### config.mk
export PLATFORM = sky130hd
export DESIGN_NAME = fc_argmax_flat
export DESIGN_NICKNAME = d
export VERILOG_FILES = /design/src/rtl/fc_argmax_if.sv /design/src/rtl/fc_argmax.sv /design/src/flat_wrapper.sv
export SDC_FILE = /design/constraint.sdc
export NUM_CORES = 1
export LEC_CHECK = 0
export ABC_AREA = 1
export CAP_MARGIN = 20
export CELL_PAD_IN_SITES_DETAIL_PLACEMENT = 1
export CELL_PAD_IN_SITES_GLOBAL_PLACEMENT = 1
export CORE_MARGIN = 2
export CORE_UTILIZATION = 38
export DETAILED_ROUTE_END_ITERATION = 10
export PLACE_DENSITY = 0.89
export SLEW_MARGIN = 20
export SYNTH_ARGS = -nofsm -noshare
export SYNTH_HDL_FRONTEND = slang
export SYNTH_SLANG_ARGS = --single-unit
### constraint.sdc
create_clock -name clk_i -period 3.65 [get_ports clk_i]
set_clock_uncertainty 0.05 [all_clocks]
set_input_delay 0.365 -clock clk_i [delete_from_list [all_inputs] [get_ports clk_i]]
set_output_delay 0.365 -clock clk_i [all_outputs]
set_load 0.02 [all_outputs]
### src/rtl/fc_argmax_if.sv
// FC-layer logit write port plus the result handshake toward the PS-side register block.
// The master modport drives the FC/consumer side; the slave modport is the argmax stage.
interface fc_argmax_if #(
  parameter int ADDR_W = 1,
  parameter int CNT_W  = 16
);
  logic                     fc_output_wren_i;
  logic [ADDR_W-1:0]        fc_output_addr_i;
  logic signed [7:0]        fc_output_data_i;
  logic                     fc_done_i;
  logic                     result_valid_o;
  logic                     result_ready_i;
  logic [ADDR_W-1:0]        class_o;
  logic signed [7:0]        max_score_o;
  logic [8:0]               margin_o;
  logic [CNT_W-1:0]         frame_cnt_o;
  logic                     busy_o;
  logic                     overflow_o;

  modport master (
    output fc_output_wren_i, fc_output_addr_i, fc_output_data_i, fc_done_i, result_ready_i,
    input  result_valid_o, class_o, max_score_o, margin_o, frame_cnt_o, busy_o, overflow_o
  );

  modport slave (
    input  fc_output_wren_i, fc_output_addr_i, fc_output_data_i, fc_done_i, result_ready_i,
    output result_valid_o, class_o, max_score_o, margin_o, frame_cnt_o, busy_o, overflow_o
  );
endinterface

### src/rtl/fc_argmax.sv
// Classifier output stage: collects signed logits, scans them for the argmax, top score
// and top-minus-second margin, and holds the result on a valid/ready handshake.
module fc_argmax #(
  parameter int OUTPUT_DIM = 2,
  parameter int ADDR_W     = 1,
  parameter int CNT_W      = 16
) (
  input  logic        clk_i,
  input  logic        rst_n_i,
  fc_argmax_if.slave  bus
);
  localparam int                NSLOT    = 2 ** ADDR_W;
  localparam logic [ADDR_W-1:0] LAST_IDX = ADDR_W'(OUTPUT_DIM - 1);

  typedef enum logic [1:0] {COLLECT, SCAN, HOLD} state_t;

  state_t                   r_state, w_state_next;
  logic signed [7:0]        r_score [NSLOT];
  logic [ADDR_W-1:0]        r_idx, r_bidx, w_bidx_n;
  logic signed [7:0]        r_best, r_second, w_best_n, w_second_n, w_cur;
  logic [ADDR_W-1:0]        r_class;
  logic signed [7:0]        r_max;
  logic [8:0]               r_margin;
  logic [CNT_W-1:0]         r_frame_cnt;
  logic                     r_valid, r_busy, r_overflow;
  logic                     w_last, w_accept, w_wr_ok;

  // best >= second always holds, so the 9-bit difference lands in 0..255
  function automatic logic [8:0] margin_sub(input logic signed [7:0] best,
                                            input logic signed [7:0] second);
    return {best[7], best} - {second[7], second};
  endfunction

  assign w_last   = (r_state == SCAN) && (r_idx == LAST_IDX);
  assign w_accept = (r_state == HOLD) && r_valid && bus.result_ready_i;
  assign w_wr_ok  = bus.fc_output_wren_i && (32'(bus.fc_output_addr_i) < OUTPUT_DIM);

  always_comb begin
    w_cur      = r_score[r_idx];
    w_best_n   = r_best;
    w_second_n = r_second;
    w_bidx_n   = r_bidx;
    if (w_cur > r_best) begin
      w_second_n = r_best;
      w_best_n   = w_cur;
      w_bidx_n   = r_idx;
    end else if (w_cur > r_second) begin
      w_second_n = w_cur;
    end
  end

  always_comb begin
    w_state_next = r_state;
    case (r_state)
      COLLECT: if (bus.fc_done_i) w_state_next = SCAN;
      SCAN:    if (w_last)        w_state_next = HOLD;
      HOLD:    if (w_accept)      w_state_next = COLLECT;
      default:                    w_state_next = COLLECT;
    endcase
  end

  always_ff @(posedge clk_i or negedge rst_n_i) begin
    if (!rst_n_i) begin
      r_state     <= COLLECT;
      r_busy      <= 1'b0;
      r_overflow  <= 1'b0;
      r_valid     <= 1'b0;
      r_frame_cnt <= '0;
      r_idx       <= '0;
      r_bidx      <= '0;
      r_best      <= 8'sh80;
      r_second    <= 8'sh80;
      r_class     <= '0;
      r_max       <= '0;
      r_margin    <= '0;
      for (int i = 0; i < NSLOT; i++) r_score[i] <= 8'sh80;
    end else begin
      r_state <= w_state_next;
      r_busy  <= (w_state_next != COLLECT);
      if (r_busy && (bus.fc_output_wren_i || bus.fc_done_i)) r_overflow <= 1'b1;
      case (r_state)
        COLLECT: begin
          if (w_wr_ok) r_score[bus.fc_output_addr_i] <= bus.fc_output_data_i;
          if (bus.fc_done_i) begin
            r_idx    <= '0;
            r_bidx   <= '0;
            r_best   <= 8'sh80;
            r_second <= 8'sh80;
          end
        end
        // ---- scan stage: one score per cycle, result latched on the last index
        SCAN: begin
          r_idx    <= r_idx + 1'b1;
          r_best   <= w_best_n;
          r_second <= w_second_n;
          r_bidx   <= w_bidx_n;
          if (w_last) begin
            r_class  <= w_bidx_n;
            r_max    <= w_best_n;
            r_margin <= margin_sub(w_best_n, w_second_n);
          end
        end
        // ---- hold stage: valid rises one cycle after entry, falls after the handshake
        HOLD: begin
          if (!r_valid) begin
            r_valid <= 1'b1;
          end else if (bus.result_ready_i) begin
            r_valid     <= 1'b0;
            r_frame_cnt <= r_frame_cnt + 1'b1;
            for (int i = 0; i < NSLOT; i++) r_score[i] <= 8'sh80;
          end
        end
        default: ;
      endcase
    end
  end

  assign bus.result_valid_o = r_valid;
  assign bus.class_o        = r_class;
  assign bus.max_score_o    = r_max;
  assign bus.margin_o       = r_margin;
  assign bus.frame_cnt_o    = r_frame_cnt;
  assign bus.busy_o         = r_busy;
  assign bus.overflow_o     = r_overflow;
endmodule

### src/flat_wrapper.sv
// flat-port wrapper written by rule: the top's interface ports become plain ports
module fc_argmax_flat 
#(
  parameter int OUTPUT_DIM = 2,
  parameter int ADDR_W     = 1,
  parameter int CNT_W      = 16
)
  (clk_i, rst_n_i, bus_fc_output_wren_i, bus_fc_output_addr_i, bus_fc_output_data_i, bus_fc_done_i, bus_result_ready_i, bus_result_valid_o, bus_class_o, bus_max_score_o, bus_margin_o, bus_frame_cnt_o, bus_busy_o, bus_overflow_o);
  fc_argmax_if #(.ADDR_W(ADDR_W), .CNT_W(CNT_W)) bus_i ();
  input  logic clk_i;
  input  logic rst_n_i;
  input wire logic [$bits(bus_i.fc_output_wren_i)-1:0] bus_fc_output_wren_i;
  input wire logic [$bits(bus_i.fc_output_addr_i)-1:0] bus_fc_output_addr_i;
  input wire logic [$bits(bus_i.fc_output_data_i)-1:0] bus_fc_output_data_i;
  input wire logic [$bits(bus_i.fc_done_i)-1:0] bus_fc_done_i;
  input wire logic [$bits(bus_i.result_ready_i)-1:0] bus_result_ready_i;
  output wire logic [$bits(bus_i.result_valid_o)-1:0] bus_result_valid_o;
  output wire logic [$bits(bus_i.class_o)-1:0] bus_class_o;
  output wire logic [$bits(bus_i.max_score_o)-1:0] bus_max_score_o;
  output wire logic [$bits(bus_i.margin_o)-1:0] bus_margin_o;
  output wire logic [$bits(bus_i.frame_cnt_o)-1:0] bus_frame_cnt_o;
  output wire logic [$bits(bus_i.busy_o)-1:0] bus_busy_o;
  output wire logic [$bits(bus_i.overflow_o)-1:0] bus_overflow_o;
  assign bus_i.fc_output_wren_i = bus_fc_output_wren_i;
  assign bus_i.fc_output_addr_i = bus_fc_output_addr_i;
  assign bus_i.fc_output_data_i = bus_fc_output_data_i;
  assign bus_i.fc_done_i = bus_fc_done_i;
  assign bus_i.result_ready_i = bus_result_ready_i;
  assign bus_result_valid_o = bus_i.result_valid_o;
  assign bus_class_o = bus_i.class_o;
  assign bus_max_score_o = bus_i.max_score_o;
  assign bus_margin_o = bus_i.margin_o;
  assign bus_frame_cnt_o = bus_i.frame_cnt_o;
  assign bus_busy_o = bus_i.busy_o;
  assign bus_overflow_o = bus_i.overflow_o;
  fc_argmax #(.OUTPUT_DIM(OUTPUT_DIM), .ADDR_W(ADDR_W), .CNT_W(CNT_W)) u_core (.clk_i(clk_i), .rst_n_i(rst_n_i), .bus(bus_i));
endmodule
==> out/qor.txt <==
Initial antenna violation count - 0
Initial drt markers - 153
Post-synthesis cell type count - 37
Hold Vio Cnt, Final - 0
GRT overflow - 0
Hold WC Path Type - in2async
Mapped Nets - 551
Mapped Cells - 514
Vias per inst - 5.19
Area contributors post-synth - dfrtp_1 41%, nand2_1 12%, inv_1 6.6%, ha_1 6.5%, o21ai_0 5.8%
Slew Limit Fails - 0
Largest family of logic cells by synthesized area - simple AND/OR/NAND/NOR gates
CTS sink cnt - 73
Fill count - 1283
Layout Nets - 634
Rows - 38
Clk slew on worst S/H paths - 0.08 ns
Register area share after synthesis - 0.434
Ant diodes - 0
Kind of critical path - reg2reg
Die height - 109 um
Yosys reg bits - 73
Syn_area_per_cell - 8.22 um^2
Placer Congestion - 0.908
First-pass GRT wire length - 20800 um
1st-pass router iterations - 4
Status - finished, final reports clean
Antenna viol nets, final - 0
Slew headroom - 0.379
Area Overhead vs Synth - 28.9%
Least-Margin Pin Slew - 0.932 ns
Critical Path Sink Type - flop
Die width - 109 um
Yosys warns - 0
Vias in the first global route - 4204
Tmin final - 3.47 ns
Post-route setup TNS - 0 ns
Fmax - 288 MHz
Clk root buf - clkbuf_8
Synthesized area - 4230 um^2
Startpoint Class - flop
Cts bufs inserted - 9
Most common cell after layout, fill and taps aside - nand2_1
Setup violators final - 0
Area leader, netlist - dfrtp_1
Core Area - 10800 um^2
Top cell type's share of synthesized area - 0.409
Most frequent cells in the layout - 126 x nand2_1, 69 x inv_1, 68 x dfrtp_1
Post-Route Utilization - 0.502
Xor/xnor cell area share of the yosys netlist - 0.0311
Io pins - 51
CP required - 3.87 ns
Post-synthesis simple-gate area fraction - 0.262
Largest net degree at the start of global routing - 74
DP Wirelength - 9200 um
Hold_buf cts - 0
Post-Synth Adder-Cell Area - 0.0699
Max clock buf depth - 2
Post-synthesis mux area share - 0.00267
CP max FO - 8
Initial core utilization - 0.390
Port Buffers - 50
Drt drc - 0
Critical Path AT - 3.69 ns
Worst skew pair latency - 0.37 ns
Max cap viols - 0
Share of cells above drive strength 1 - 0.208
Gr usage total - 0.228
Die area - 12000 um^2
Fin crit share - 0.951
Post-synthesis compound-gate area fraction - 0.113
Via count - 3849
CTS tree - yes
H-tree level count - 3
Routed WL - 12900 um
Routed WL per cell - 17.4 um
-- metrics by stage --
| stage | cell area, um^2 | instances | setup slack [ns] | hold WS (ns) |
|---|---|---|---|---|
| final | 5450 | 742 | 0.179 | 0.0691 |
| after global routing | 5450 | 742 | -0.0516 | 0.160 |
| after CTS | 5320 | 740 | 0.00434 | 0.121 |
| after detailed placement | 5030 | 720 | -0.113 | 0.416 |
| after global placement | 5030 | 720 | -0.00950 | 0.409 |
| after floorplan | 4230 | 514 | 0.191 | 0.0194 |
-- kinds of logic after synthesis --
logic type / count (synthesis)
xor+xnor: 15
flops: 73
compound gates: 87
simple gates: 223
fa+ha+maj: 23
buf+inv: 92
mux: 1
-- cells in the mapped netlist (all sizes together) --
master and number:
a21oi 14, nor3 5, o21ai 51, nand3b 3
xor2 11, buf 4, nor2 24, a31oi 2
clkbuf 6, ha 22, a21boi 1, nand3 40
o211ai 3, inv 82, dfrtp 69, o22ai 16
fa 1, nand4 8, mux2 1, nand2 143
dfstp 4, xnor2 4
-- metal layers --
layer	routed length [um]	GRT usage	vias up
li1	-	-	1836
met1	5150	0.250	1915
met2	7040	0.437	78
met3	509	0.0569	20
met4	221	0.0561	0
met5	0	0	-
-- state kept, by name, indices dropped and copies added (netlist names) --
signal,cells
u_core.bus.busy_o,1
u_core.bus.class_o,1
u_core.bus.frame_cnt_o,16
u_core.bus.margin_o,9
u_core.bus.max_score_o,8
u_core.bus.overflow_o,1
u_core.bus.result_valid_o,1
u_core.r_best,8
u_core.r_bidx,1
u_core.r_idx,1
u_core.r_score,16
u_core.r_second,8
u_core.r_state,2
-- final timing paths --
path,from,to,slack [ns],cells after the start
setup / recovery,u_core.r_idx,u_core.bus.margin_o[6],0.18,24
hold / removal,rst_n_i,u_core.r_best[2],0.07,1
setup reg to reg,u_core.r_idx,u_core.bus.margin_o[6],0.18,24
hold reg to reg,u_core.bus.max_score_o[5],u_core.bus.max_score_o[5],0.43,2
max in group asynchronous,rst_n_i,u_core.r_idx,2.84,1
min in group clk_i,u_core.bus.max_score_o[5],u_core.bus.max_score_o[5],0.43,2
-- critical path: stages (launching register included) --
cell and delay [ns]:
dfrtp_2 0.43, buf_6 0.15, o21ai_1 0.13, buf_4 0.13, inv_1 0.07, ha_1 0.29
nand2_2 0.07, nor2_4 0.12, nand2_2 0.09, nand2_2 0.08, nand2_4 0.06, nand3_4 0.12
inv_2 0.06, nand2_2 0.06, o211ai_1 0.12, o21ai_2 0.12, ha_2 0.23, inv_1 0.07
fa_2 0.42, nand3_2 0.10, nand2_2 0.08, nand3b_1 0.11, nand3_1 0.07, nand3_1 0.08
nand2_1 0.05
-- final cells by class --
type                       count  area [um^2]  share of cell area
clock buffer                  10          128              0.0234
clock inverter                 6          116              0.0214
inverter                      82          310              0.0570
multi-input combinational    349         2130               0.392
sequential                    73         1830               0.337
tap                          140          175              0.0322
timing repair buffer          82          749               0.138
-- what timing repair did --
| action | CTS | global route |
|---|---|---|
| endpoints found under the setup margin | 5 | 7 |
| gates resized for setup | 13 | 35 |
| buffers inserted | 4 | 2 |
| pin swaps | 2 | 7 |
Power is left out: the tool's default activity adds up to more than one toggle a clock period on the data nets, which glitch-free logic cannot reach.
